$ cat src/rtl/proc_run_ctrl.sv
// Run-control front end: idle / free / divided / single-step clock-enable generation,
// result capture and cycle counting. Optional breakpoint: define PROC_RUN_CTRL_BREAKPOINT_EN.
module proc_run_ctrl #(
    parameter int OUT_W       = 16,
    parameter int DIV_W       = 8,
    parameter int CNT_W       = 32,
    parameter int SYNC_STAGES = 2
) (
    input  logic             clk,
    input  logic             rst,
    input  logic [1:0]       mode,
    input  logic [DIV_W-1:0] div_val,
    input  logic             step_btn,
    input  logic             halt_req,
    input  logic [OUT_W-1:0] dp_out,
`ifdef PROC_RUN_CTRL_BREAKPOINT_EN
    input  logic             bp_valid,
    input  logic [CNT_W-1:0] bp_cycle,
    output logic             bp_hit,
`endif
    output logic             dp_ce,
    output logic [OUT_W-1:0] out,
    output logic [CNT_W-1:0] cycle_count,
    output logic             running,
    output logic             halted
);

    typedef enum logic [2:0] {
        S_IDLE,
        S_RUN_FREE,
        S_RUN_DIV,
        S_STEP,
        S_HALTED
    } state_t;

    state_t                 r_state;
    state_t                 w_state_nxt;
    state_t                 w_mode_st;
    logic                   w_ce_nxt;
    logic                   w_edge;
    logic [SYNC_STAGES-1:0] r_sync;
    logic                   r_btn_q;
    logic [DIV_W-1:0]       r_div_cnt;
    logic [DIV_W-1:0]       r_div_lim;
    logic                   r_dp_ce;
    logic [OUT_W-1:0]       r_out;
    logic [CNT_W-1:0]       r_cnt;
    logic                   r_running;
    logic                   r_halted;
`ifdef PROC_RUN_CTRL_BREAKPOINT_EN
    logic                   w_bp;
    logic [CNT_W-1:0]       w_cnt_after;
    logic                   r_bp_hit;
`endif

    assign w_edge = r_sync[SYNC_STAGES-1] & ~r_btn_q;

    always_comb begin
        w_state_nxt = r_state;
        w_ce_nxt    = 1'b0;
        case (mode)
            2'b01:   w_mode_st = S_RUN_FREE;
            2'b10:   w_mode_st = S_RUN_DIV;
            2'b11:   w_mode_st = S_STEP;
            default: w_mode_st = S_IDLE;
        endcase
`ifdef PROC_RUN_CTRL_BREAKPOINT_EN
        w_bp        = 1'b0;
        // Count value once the pulse decided here has itself been counted.
        w_cnt_after = r_cnt + CNT_W'(r_dp_ce) + CNT_W'(1);
`endif
        case (r_state)
            S_IDLE:     w_state_nxt = w_mode_st;
            S_RUN_FREE, S_RUN_DIV, S_STEP: begin
                if (halt_req) begin
                    w_state_nxt = S_HALTED;
                end else if (w_mode_st != r_state) begin
                    w_state_nxt = w_mode_st;
                end else begin
                    case (r_state)
                        S_RUN_FREE: w_ce_nxt = 1'b1;
                        S_RUN_DIV:  w_ce_nxt = (r_div_cnt == r_div_lim);
                        S_STEP:     w_ce_nxt = w_edge;
                        default:    w_ce_nxt = 1'b0;
                    endcase
                end
            end
            S_HALTED: begin
                if (mode == 2'b00) w_state_nxt = S_IDLE;
            end
            default:    w_state_nxt = S_IDLE;
        endcase
`ifdef PROC_RUN_CTRL_BREAKPOINT_EN
        if (w_ce_nxt && bp_valid && (w_cnt_after == bp_cycle)) begin
            w_state_nxt = S_HALTED;
            w_bp        = 1'b1;
        end
`endif
    end

    always_ff @(posedge clk or posedge rst) begin
        if (rst) begin
            r_state   <= S_IDLE;
            r_sync    <= '0;
            r_btn_q   <= 1'b0;
            r_div_cnt <= '0;
            r_div_lim <= '0;
            r_dp_ce   <= 1'b0;
            r_out     <= '0;
            r_cnt     <= '0;
            r_running <= 1'b0;
            r_halted  <= 1'b0;
        end else begin
            r_state   <= w_state_nxt;
            r_sync    <= {r_sync[SYNC_STAGES-2:0], step_btn};
            r_btn_q   <= r_sync[SYNC_STAGES-1];
            // Divider restarts on any state change and samples div_val at each reload.
            if (r_state == S_RUN_DIV && w_state_nxt == S_RUN_DIV) begin
                if (r_div_cnt == r_div_lim) begin
                    r_div_cnt <= '0;
                    r_div_lim <= div_val;
                end else begin
                    r_div_cnt <= r_div_cnt + DIV_W'(1);
                end
            end else begin
                r_div_cnt <= '0;
                r_div_lim <= div_val;
            end
            r_dp_ce   <= w_ce_nxt;
            if (r_dp_ce) begin
                r_out <= dp_out;
                r_cnt <= r_cnt + CNT_W'(1);
            end
            r_running <= (w_state_nxt == S_RUN_FREE) || (w_state_nxt == S_RUN_DIV) ||
                         (w_state_nxt == S_STEP);
            r_halted  <= (w_state_nxt == S_HALTED);
        end
    end

`ifdef PROC_RUN_CTRL_BREAKPOINT_EN
    always_ff @(posedge clk or posedge rst) begin
        if (rst) begin
            r_bp_hit <= 1'b0;
        end else begin
            r_bp_hit <= (w_state_nxt == S_HALTED) &&
                        (w_bp || (r_state == S_HALTED && r_bp_hit));
        end
    end

    assign bp_hit = r_bp_hit;
`endif

    assign dp_ce       = r_dp_ce;
    assign out         = r_out;
    assign cycle_count = r_cnt;
    assign running     = r_running;
    assign halted      = r_halted;

endmodule

$ cat config.mk
export PLATFORM = sky130hd
export DESIGN_NAME = proc_run_ctrl
export DESIGN_NICKNAME = d
export VERILOG_FILES = /design/src/rtl/proc_run_ctrl.sv
export SDC_FILE = /design/constraint.sdc
export NUM_CORES = 1
export LEC_CHECK = 0
export ABC_CLOCK_PERIOD_IN_PS = 2800
export BUFFER_PORTS_ARGS = -buffer_cell sky130_fd_sc_hd__buf_2
export CAP_MARGIN = 40
export CORE_UTILIZATION = 52
export DETAILED_ROUTE_END_ITERATION = 16
export GPL_TIMING_DRIVEN = 0
export PLACE_DENSITY = 0.79
export SYNTH_ARGS = -nofsm -noshare
export SYNTH_HDL_FRONTEND = slang
export SYNTH_SLANG_ARGS = --single-unit
$ cat constraint.sdc
create_clock -name clk -period 2.8 [get_ports clk]
set_clock_uncertainty 0.2 [all_clocks]
set_input_delay 0.28 -clock clk [delete_from_list [all_inputs] [get_ports clk]]
set_output_delay 0.28 -clock clk [all_outputs]
set_load 0.005 [all_outputs]
==> flow_summary.toml <==
[run_status]
status = "finished clean"

[placed_design]
port_buffers = 80
placed_area_sq_um = 3630
pre_cts_ws_ns = 0.546
dp_hpwl_um = 4030
place_congestion = 0.743

[global_routing]
grt_pass1_vias = 2221
grt_max_degree = 45
grt_overflow = 0
track_usage_pct = 21.7
grt_pass1_wl_um = 10300
antenna_found_initial = 0

[detailed_routing]
drtIter0Drc = 98
route.detailed.wl_per_inst_um = 14.1
drtPass1Iterations = 4
drt-vias-per-instance = 5.17
drc = 0
routed_wl_um = 6230
ant_nets = 0
via_count = 2284

[synthesis]
synth_area_per_cell_sq_um = 12.7
synthTopCellsByArea = "dfrtp_1 (59%), mux2_2 (9.0%), xor2_1 (8.2%), xnor2_1 (4.8%), and2_1 (2.0%)"
synth_cell_types = 35
synth_seq_cells = 73
async_reset_ff_share_pct = 100
synth_flop_cell = "dfrtp_1"
yosys_warnings = 0
syn-cell-area_sq_um = 3110
netlist.area_leader.share_pct = 58.7
synth-seq-area-share_pct = 58.7
synth-edff-count = 0
yosysTopAreaCell = "dfrtp_1"
syn_inst = 245
syn_nets = 277

[pwr]
power.leakage_nw = 2.16
ir_drop_uv = 530
powerDensity_nw_per_um2 = 619

[cts]
tritoncts = "done"
clock_sinks = 73
htree_levels = 3
clock_latency_ns = 0.34
clkTransAtPathRegs_ns = 0.07
clockBufferDepth = 2
numCtsBuffers = 9
cts-root-buf = "clkbuf_8"

[critical_path]
worstPathRequired_ns = 2.82
cp.arrival_ns = 2.37
start_kind = "input pin"
path_class = "input pin to flip-flop"
critPathMaxFanout = 10
end_kind = "flip-flop"

[finish]
post-route-util_pct = 72.9
antennaDiodeCount = 0
layout.nets = 397
drive_above_1_share_pct = 35.4
post-route-cell-area_sq_um = 4110
layout_common_cells = "buf_2 (82), dfrtp_1 (73), xor2_1 (29)"
final_common_cell = "buf_2"
final.fill_count = 380
syn2layout_area_growth_pct = 32.1

[timing]
drv_slew = 0
setup_viol = 0
final.setup.tns_ns = 0
rsz0062_at_grt = "no"
setup_slack_ns = 0.447
fmax_mhz = 425
worstMarginPinSlew_ns = 0.545
fin_crit_ns = 2.35
maxSlewHeadroom_pct = 63.7
hold_violations = 0
fin_crit_sh_pct = 84.0

[floorplanning]
die-area_sq_um = 6300
floorplan.initialDensity_pct = 55.2
core_sq_um = 5640
die_height_um = 79.4
die_w_um = 79.4
ios = 81
rows = 27

[run]
max-cap-violations = 0

[worst_hold_path]
hp-class = "input pin to flip-flop"
-- cell usage after synthesis (2+ instances only) --
cell / number
o21ai_0: 3
nand4_1: 6
and3_1: 4
nor2_1: 8
inv_1: 5
mux2_2: 25
nand2_1: 12
nor4_1: 2
xnor2_1: 17
buf_1: 2
xor2_1: 29
and4_1: 4
ha_1: 2
and2_1: 10
buf_2: 2
nand3_1: 12
nor3_1: 12
dfrtp_1: 73
-- per-stage QoR --
step / total power [mW] / hold WS (ns) / cells
2_1_floorplan: 1.51 / 0.111 / 245
3_3_place_gp: 1.67 / 0.134 / 397
3_5_place_dp: 1.70 / 0.0972 / 398
4_1_cts: 2.57 / 0.0121 / 442
5_1_grt: 2.67 / 0.0199 / 442
6_report: 2.55 / 0.0239 / 442
-- registers in the layout (all words and copies together), names as in the netlist --
register	cells
r_btn_q	1
halted	1
out	16
running	1
dp_ce	1
r_div_cnt	8
r_div_lim	8
r_sync	2
cycle_count	32
r_state	3
-- worst max-delay path, cell delays in order --
cell and delay (ns):
dlygate4sd3_1 0.52, buf_2 0.15, nor4bb_1 0.38, nand2_1 0.12, a21oi_2 0.31, buf_2 0.27
mux2_2 0.35
-- per-layer routing --
| metal | vias to the layer above | GRT usage [%] | wire length [um] |
|---|---|---|---|
| met5 | - | 0 | 0 |
| met4 | 0 | 8.73 | 111 |
| met1 | 1122 | 26.3 | 2710 |
| met2 | 57 | 37.8 | 3200 |
| li1 | 1092 | - | - |
| met3 | 13 | 4.57 | 205 |
-- final cells by class --
class / count / area [sq um] / area share [%]
well taps: 72 / 90.1 / 2.19
inverters: 5 / 21.3 / 0.517
clock buffers: 12 / 155 / 3.77
multi-input cells: 162 / 1240 / 30.1
clock inverters: 4 / 51.3 / 1.25
plain buffers: 5 / 28.8 / 0.700
flip-flops and latches: 73 / 1830 / 44.4
repair buffers: 109 / 701 / 17.0
-- where the power goes --
part	total (mW)	switching, mW	internal [mW]
Combinational	0.422	0.173	0.249
Clock	0.833	0.372	0.461
Sequential	1.29	0.0919	1.20
-- cells by family (layout without fill, tap and decap cells) --
kind of cell	count (synthesis)	after routing	share of synthesized area, %
flops	73	73	58.7
compound gates	9	9	1.89
mux	25	25	9.04
xor+xnor	46	46	12.9
fa+ha+maj	2	2	0.803
simple gates	80	80	15.1
buf+inv	10	135	1.53
-- worst paths after layout --
path                                       startpoint  cells past startpoint  slack, ns                     endpoint
max                                           mode[0]                      7       0.45     r_div_lim[0]$_DFFE_PP0P_
min                                           mode[1]                      2       0.02         r_state[1]$_DFF_PP0_
max reg2reg                cycle_count[0]$_DFFE_PP0P_                      6       0.53  cycle_count[28]$_DFFE_PP0P_
min reg2reg                       r_sync[0]$_DFF_PP0_                      0       0.15          r_sync[1]$_DFF_PP0_
max in group asynchronous                         rst                      4       1.56  cycle_count[30]$_DFFE_PP0P_
min in group asynchronous                         rst                      3       0.29         r_state[0]$_DFF_PP0_
-- what timing repair did --
action / in CTS / in global routing
hold endpoints to repair: 56 / 0
hold buffers: 28 / 0
buffers inserted: 0 / 0
gates resized for setup: 0 / 0
Power figures use the tool's default switching activity.
